`config.mk`:
```
export PLATFORM = sky130hd
export DESIGN_NAME = jtframe_dual_wait_gate
export DESIGN_NICKNAME = d
export VERILOG_FILES = /design/src/rtl/jtframe_cen_pkg.sv /design/src/rtl/jtframe_satcnt.sv /design/src/rtl/jtframe_dual_wait_gate.sv
export SDC_FILE = /design/constraint.sdc
export NUM_CORES = 1
export LEC_CHECK = 0
export CELL_PAD_IN_SITES_DETAIL_PLACEMENT = 1
export CELL_PAD_IN_SITES_GLOBAL_PLACEMENT = 1
export CORE_MARGIN = 3
export CORE_UTILIZATION = 44
export CTS_BUF_LIST = sky130_fd_sc_hd__clkbuf_8
export CTS_CLUSTER_SIZE = 20
export DETAILED_ROUTE_END_ITERATION = 8
export GPL_ROUTABILITY_DRIVEN = 0
export PLACE_DENSITY = 0.87
export SYNTH_ARGS = -nofsm -noshare
export SYNTH_HDL_FRONTEND = slang
export SYNTH_SLANG_ARGS = --single-unit
```
`constraint.sdc`:
```
create_clock -name clk -period 7.4 [get_ports clk]
set_input_delay 1.11 -clock clk [delete_from_list [all_inputs] [get_ports clk]]
set_output_delay 1.11 -clock clk [all_outputs]
set_load 0.02 [all_outputs]
```
`src/rtl/jtframe_cen_pkg.sv`:
```
// Shared definitions for the E/Q clock-enable pair: phase encodings and the
// bit positions of E and Q inside a {E,Q} enable vector.
package jtframe_cen_pkg;

  localparam logic PH_E = 1'b1;
  localparam logic PH_Q = 1'b0;

  localparam int unsigned CEN_E = 1;
  localparam int unsigned CEN_Q = 0;

  typedef enum logic {
    PHASE_Q = PH_Q,
    PHASE_E = PH_E
  } phase_e;

  function automatic phase_e phase_flip(input phase_e p);
    return (p == PHASE_E) ? PHASE_Q : PHASE_E;
  endfunction

endpackage

```
`src/rtl/jtframe_satcnt.sv`:
```
// Up/down counter clamped to [0, MAX]. Increments take priority over decrement.
module jtframe_satcnt #(
  parameter int unsigned W   = 4,
  parameter int unsigned MAX = 15
) (
  input  logic         clk,
  input  logic         rst,
  input  logic [1:0]   inc_i,
  input  logic         dec_i,
  output logic [W-1:0] cnt_o
);

  logic [W-1:0] cnt_q, cnt_d;
  logic [W+1:0] sum_w;

  always_comb begin
    cnt_d = cnt_q;
    sum_w = {2'b00, cnt_q} + {{W{1'b0}}, inc_i};
    if (inc_i != 2'd0) begin
      cnt_d = (sum_w > (W+2)'(MAX)) ? W'(MAX) : sum_w[W-1:0];
    end else if (dec_i && cnt_q != '0) begin
      cnt_d = cnt_q - W'(1);
    end
  end

  always_ff @(posedge clk) begin
    if (rst) cnt_q <= '0;
    else     cnt_q <= cnt_d;
  end

  assign cnt_o = cnt_q;

endmodule

```
`src/rtl/jtframe_dual_wait_gate.sv`:
```
// Gates the E/Q enable pair while the shared bus or ROM is not available,
// keeping strict E/Q alternation and optionally replaying swallowed pulses.
module jtframe_dual_wait_gate
  import jtframe_cen_pkg::*;
#(
  parameter int unsigned DEVCNT   = 1,
  parameter int unsigned RECOVERY = 1,
  parameter int unsigned MAXMISS  = 15
) (
  input  logic              clk,
  input  logic              rst,
  input  logic [1:0]        cen_in,
  output logic [1:0]        cen_out,
  output logic              gate,
  input  logic [DEVCNT-1:0] dev_busy,
  input  logic              rom_cs,
  input  logic              rom_ok
);

  localparam int unsigned MW = (MAXMISS > 0) ? $clog2(MAXMISS + 1) : 1;

  logic          stall;
  phase_e        nxt_q, nxt_d;
  phase_e        in_ph;
  logic          last_q;
  logic [1:0]    cen_d;
  logic [1:0]    miss_inc;
  logic          miss_dec;
  logic [MW-1:0] miss;

  assign stall = |dev_busy | (rom_cs & ~rom_ok);
  assign gate  = ~stall;

  jtframe_satcnt #(
    .W   (MW),
    .MAX (MAXMISS)
  ) u_miss (
    .clk   (clk),
    .rst   (rst),
    .inc_i (miss_inc),
    .dec_i (miss_dec),
    .cnt_o (miss)
  );

  always_comb begin
    cen_d    = '0;
    nxt_d    = nxt_q;
    miss_inc = 2'd0;
    miss_dec = 1'b0;
    // With both bits set, E is the incoming pulse and Q is counted as missed
    in_ph    = cen_in[CEN_E] ? PHASE_E : PHASE_Q;
    if (stall) begin
      miss_inc = {1'b0, cen_in[CEN_E]} + {1'b0, cen_in[CEN_Q]};
    end else if (cen_in != 2'b00) begin
      if (in_ph == nxt_q) begin
        cen_d[(in_ph == PHASE_E) ? CEN_E : CEN_Q] = 1'b1;
        nxt_d = phase_flip(nxt_q);
      end else begin
        miss_inc = 2'd1;
      end
      if (cen_in == 2'b11) miss_inc = miss_inc + 2'd1;
    end else if (RECOVERY != 0 && miss != '0 && !last_q) begin
      cen_d[(nxt_q == PHASE_E) ? CEN_E : CEN_Q] = 1'b1;
      nxt_d    = phase_flip(nxt_q);
      miss_dec = 1'b1;
    end
    if (RECOVERY == 0) begin
      miss_inc = 2'd0;
      miss_dec = 1'b0;
    end
    if (rst) cen_d = '0;
  end

  always_ff @(posedge clk) begin
    if (rst) begin
      nxt_q  <= PHASE_E;
      last_q <= 1'b0;
    end else begin
      nxt_q  <= nxt_d;
      last_q <= |cen_d;
    end
  end

  assign cen_out = cen_d;

endmodule

```
After elaboration in Yosys (flattened, before gate mapping) --
Index checks and enable logic that the tools add are counted. Widths: inputs -> output; s select.
Operators by class: add/sub/neg operators 4, magnitude comparators 5, equal/unequal tests 3, multiplexer cells 28, bitwise operators 4, reductions and logical operators 12
Operators with widths (count):
- $mux 2 | 10
- $mux 1 | 13
- $mux 4 | 3
- $reduce_bool 2->1 | 4
- $gt 6x4->1 const B | 1
- $add 4x2->5 | 1
- $logic_and 1x1->1 | 4
- $lt 1x2->1 const B | 2
- $reduce_bool 4->1 | 1
- $sub 4x1->4 const B | 1
- $reduce_and 3->1 | 1
- $add 1x1->2 | 1
- $add 2x1->2 const B | 1
- $demux 1 s1 | 2
- $eq 2x2->1 const B | 1
- $ge 1x1->1 const B | 2
- $ne 2x1->1 const B | 1
- $not 1->1 | 2
- $reduce_or 2->1 | 1
- $and 1x1->1 | 1
- $eq 1x1->1 | 1
- $logic_not 1->1 | 1
- $or 1x1->1 | 1
Storage, ports and cells: register bits after elaboration 6, bits of input ports 7, word-level logic and storage cells 59

Longest topological paths before layout --
depth in word-level cells 13, gate-level depth with buffers 12

By module --
Synthesis repeated with hierarchy kept, for this count alone.
Second synthesis, totals: cell total of the unflattened synthesis 74, area total of the unflattened synthesis 579.3 um^2
Modules (own cells, without submodules):
- jtframe_satcnt | instances 1, cells each 37, area each 315.3 um^2, seq. area each 80.1 um^2
- jtframe_dual_wait_gate | instances 1, cells each 37, area each 264.0 um^2, seq. area each 40.0 um^2

Least setup slack after synthesis --
No wires, ideal clock.
path type input to output, from in cen_in[1], to out cen_out[0], arrival time 2171 ps, required time 6290 ps, path slack 4119 ps, stages on the path 5, buffers on the path 0, cell sequence inv_1 ha_1 and2b_1 a32oi_1 nor3_1
On the way: cells in the longest elaborated chain, start to end 10
RTL lines:
- start, declared | RTL line jtframe_dual_wait_gate.sv:12 | input logic [1:0] cen_in,
- $mux 1 | RTL line jtframe_dual_wait_gate.sv:51 | in_ph = cen_in[CEN_E] ? PHASE_E : PHASE_Q;
- $mux 1 | RTL line jtframe_dual_wait_gate.sv:56 | cen_d[(in_ph == PHASE_E) ? CEN_E : CEN_Q] = 1'b1;
- $lt 1x2->1 (implied by the code) / $ge 1x1->1 (equally long branches) | RTL line jtframe_dual_wait_gate.sv:56
- $logic_and 1x1->1 (implied by the code) | RTL line jtframe_dual_wait_gate.sv:56
- $mux 1 | RTL line jtframe_dual_wait_gate.sv:56
- $demux 1 s1 | RTL line jtframe_dual_wait_gate.sv:56
- $mux 2 | RTL line jtframe_dual_wait_gate.sv:55 | if (in_ph == nxt_q) begin
- $mux 2 (*) | RTL line jtframe_dual_wait_gate.sv:54 | end else if (cen_in != 2'b00) begin
- $mux 2 (*) | RTL line jtframe_dual_wait_gate.sv:52 | if (stall) begin
- $mux 2 (*) | RTL line jtframe_dual_wait_gate.sv:71 | if (rst) cen_d = '0;
- end, declared | RTL line jtframe_dual_wait_gate.sv:13 | output logic [1:0] cen_out,
Mark *: on every way between the ends. The rest lies on a longest branch, timed or not.

Worst setup path in the final report --
Same ends and word-level chain as after synthesis.

==> results_dict.tcl <==
set metrics [dict create \
    path_class "in2out" \
    routed_wl_microns 1950 \
    cts_hold_buffers 0 \
    clkSinkCount 6 \
    dpl.hpwl_microns 1560 \
    grt_usage 0.213 \
    antenna_found_initial 0 \
    clk_path_buf_depth 2 \
    synthTopCellsByCount "inv_1 (11), ha_1 (8), dfxtp_1 (6), nand2_1 (6), nor3_1 (6)" \
    max-vdd-ir-drop_uv 137 \
    worst_ep_arrival_time_ns 3.17 \
    die_h_microns 46.1 \
    hp-class "reg2reg" \
    grt_max_degree 9 \
    synth_cell_types 36 \
    ff_latch_area_sq_um 120 \
    synth.avg_cell_area_sq_um 8.03 \
    drc 0 \
    grt_pass1_wl_microns 3240 \
    ys_seq_area_frac 0.170 \
    finish.utilization 0.589 \
    drive_gt1_frac 0.0729 \
    cp_data_required_time_ns 6.29 \
    cp_slowest_stage_delay_ns 0.66 \
    path_max_fanout 7 \
    p_leak_nw 0.339 \
    critPathCaptureType "output pin" \
    whs_ns 0.532 \
    cts_tree "yes" \
    die-width_microns 46.1 \
    cts_resized 0 \
    clkTransAtPathRegs_ns 0.03 \
    async_flop_share 0 \
    num_antenna_cells 0 \
    gr-total-overflow 0 \
    area_delta_synth_final_pct 16.5 \
    multiInputGateArea_sq_um 512 \
    post_cts_buffers 0 \
    cp.buffers_inverters 3 \
    cpLargestDelayFamily "buffers and inverters" \
    yosys.cell_count.top_type "inv_1" \
    grt_pass1_vias 688 \
    slew_viol_final 0 \
    antenna_left 0 \
    netlist_area_sq_um 707 \
    detail_route.wl_per_cell_microns 17.5 \
    route.vias.total 692 \
    setup_tns_ns 0 \
    rsz0062_at_grt "false" \
    finalClockSkew_ns 0.000906 \
    synth_edf_count 0 \
    yosys_warnings 0 \
    synth-seq-cells 6 \
    synthCells 88 \
    nNetsFinal 114 \
    core_sq_um 1400 \
    finalHoldViolations 0 \
    syn_nets 104 \
    max_clock_freq_mhz 233 \
    synth-main-ff-cell "dfxtp_1" \
    synth.area.top_cells "dfxtp_1 (17%), ha_1 (14%), inv_1 (5.8%), nor3_1 (4.2%), a32oi_1 (3.7%)" \
    reg2reg_slack_ns 4.63 \
    min_period_ns 4.28 \
    rows 13 \
    start_kind "input pin" \
    path_cells "clkdlybuf4s50_1, inv_1, ha_1, and2b_1, a32oi_1, nor3_1, clkdlybuf4s50_1" \
    drtIter0Drc 6 \
    insertion_delay_ns 0.22 \
    slew_headroom 0.677 \
    path_common_cell "clkdlybuf4s50_1" \
    fill_cells 181 \
    port-buffer-count 9 \
    initial_core_util 0.505 \
    synth_top_cell_by_area "dfxtp_1" \
    status "finished clean" \
    io_pins 10 \
    yosysTopAreaCellShare 0.170 \
    cts_inserted_buffers 3 \
    power.density_nw_per_um2 197 \
    first_pass_iters 2 \
    cts-root-buf "clkbuf_8" \
    maxCapViolCount 0 \
    via_per_inst 6.23 \
    crit_path_top_delay_cell "clkdlybuf4s50_1" \
    die_area_sq_um 2120 \
    worst_pin_slew_ns 0.472 \
    final-setup-viol-count 0 \
    h-tree-depth 1 \
    period_share 0.579 \
]
==> layout make-up <==
type / count / area share
inverters: 11 / 0.0502
flip-flops and latches: 6 / 0.146
clock buffers: 3 / 0.0502
repair buffers: 9 / 0.109
well taps: 15 / 0.0228
multi-input cells: 67 / 0.622
==> worst paths after layout <==
path,startpoint,to,cells past startpoint
worst max-delay path,cen_in[1],cen_out[0],7
worst min-delay path,u_miss.cnt_o[1]$_SDFFE_PP0P_,u_miss.cnt_o[1]$_SDFFE_PP0P_,2
worst max register to register,nxt_q$_SDFFE_PP1P_,u_miss.cnt_o[0]$_SDFFE_PP0P_,11
worst min register to register,u_miss.cnt_o[1]$_SDFFE_PP0P_,u_miss.cnt_o[1]$_SDFFE_PP0P_,2
==> per-stage QoR <==
stage	instances	setup WS [ns]	cell area [sq um]	total power, mW
CTS	111	3.14	823	0.163
detailed placement	108	3.13	782	0.113
global route	111	3.00	823	0.173
floorplan	88	4.12	707	0.0960
global placement	108	3.27	782	0.110
finish	111	3.12	823	0.162
==> kinds of logic after synthesis <==
kind of cell,Yosys count,share of synthesized area
AND/OR/NAND/NOR,31,0.258
AO/OA/AOI/OAI,23,0.242
buffers and inverters,15,0.106
adder cells (fa/ha/maj),9,0.170
flip-flops,6,0.170
XOR/XNOR,2,0.0248
multiplexers,2,0.0283
==> flip-flops by register name, indices dropped and copies added (netlist names) <==
name and cells:
last_q 1, u_miss.cnt_o 4, nxt_q 1
==> worst reg2reg max path, stage by stage (launching register included) <==
cell and delay [ns]:
dfxtp_1 0.39, inv_1 0.09, ha_1 0.31, ha_1 0.33, nand2_1 0.06, o21ai_0 0.21, ha_1 0.21, inv_1 0.05
fa_1 0.42, nand3b_1 0.19, nor4b_1 0.17, a211oi_1 0.24
==> layer usage <==
layer  GRT usage  vias up  share of wire  routed length [microns]
met2       0.357       14           0.47                      925
li1            -      337              -                        -
met4      0.0739        0          0.014                       28
met5           0        -              0                        0
met1       0.289      337           0.49                      951
met3     0.00781        4          0.022                       43
==> layout by cell type (no fill, tap or decap), drive strengths merged, types with 3 or more instances in the layout <==
cell            n
nand2           6
o21ai           5
nor2            3
clkbuf          3
inv            11
a21oi           4
a32oi           3
nor2b           3
clkdlybuf4s50   9
dfxtp           6
ha              8
nor3            6
nand2b          3
==> power by group <==
| part | internal (mW) | switching, mW | total [mW] |
|---|---|---|---|
| logic | 0.0326 | 0.0374 | 0.0700 |
| registers | 0.0371 | 0.00732 | 0.0444 |
| clock network | 0.0348 | 0.0127 | 0.0475 |
(Power assumes the default switching activity.)
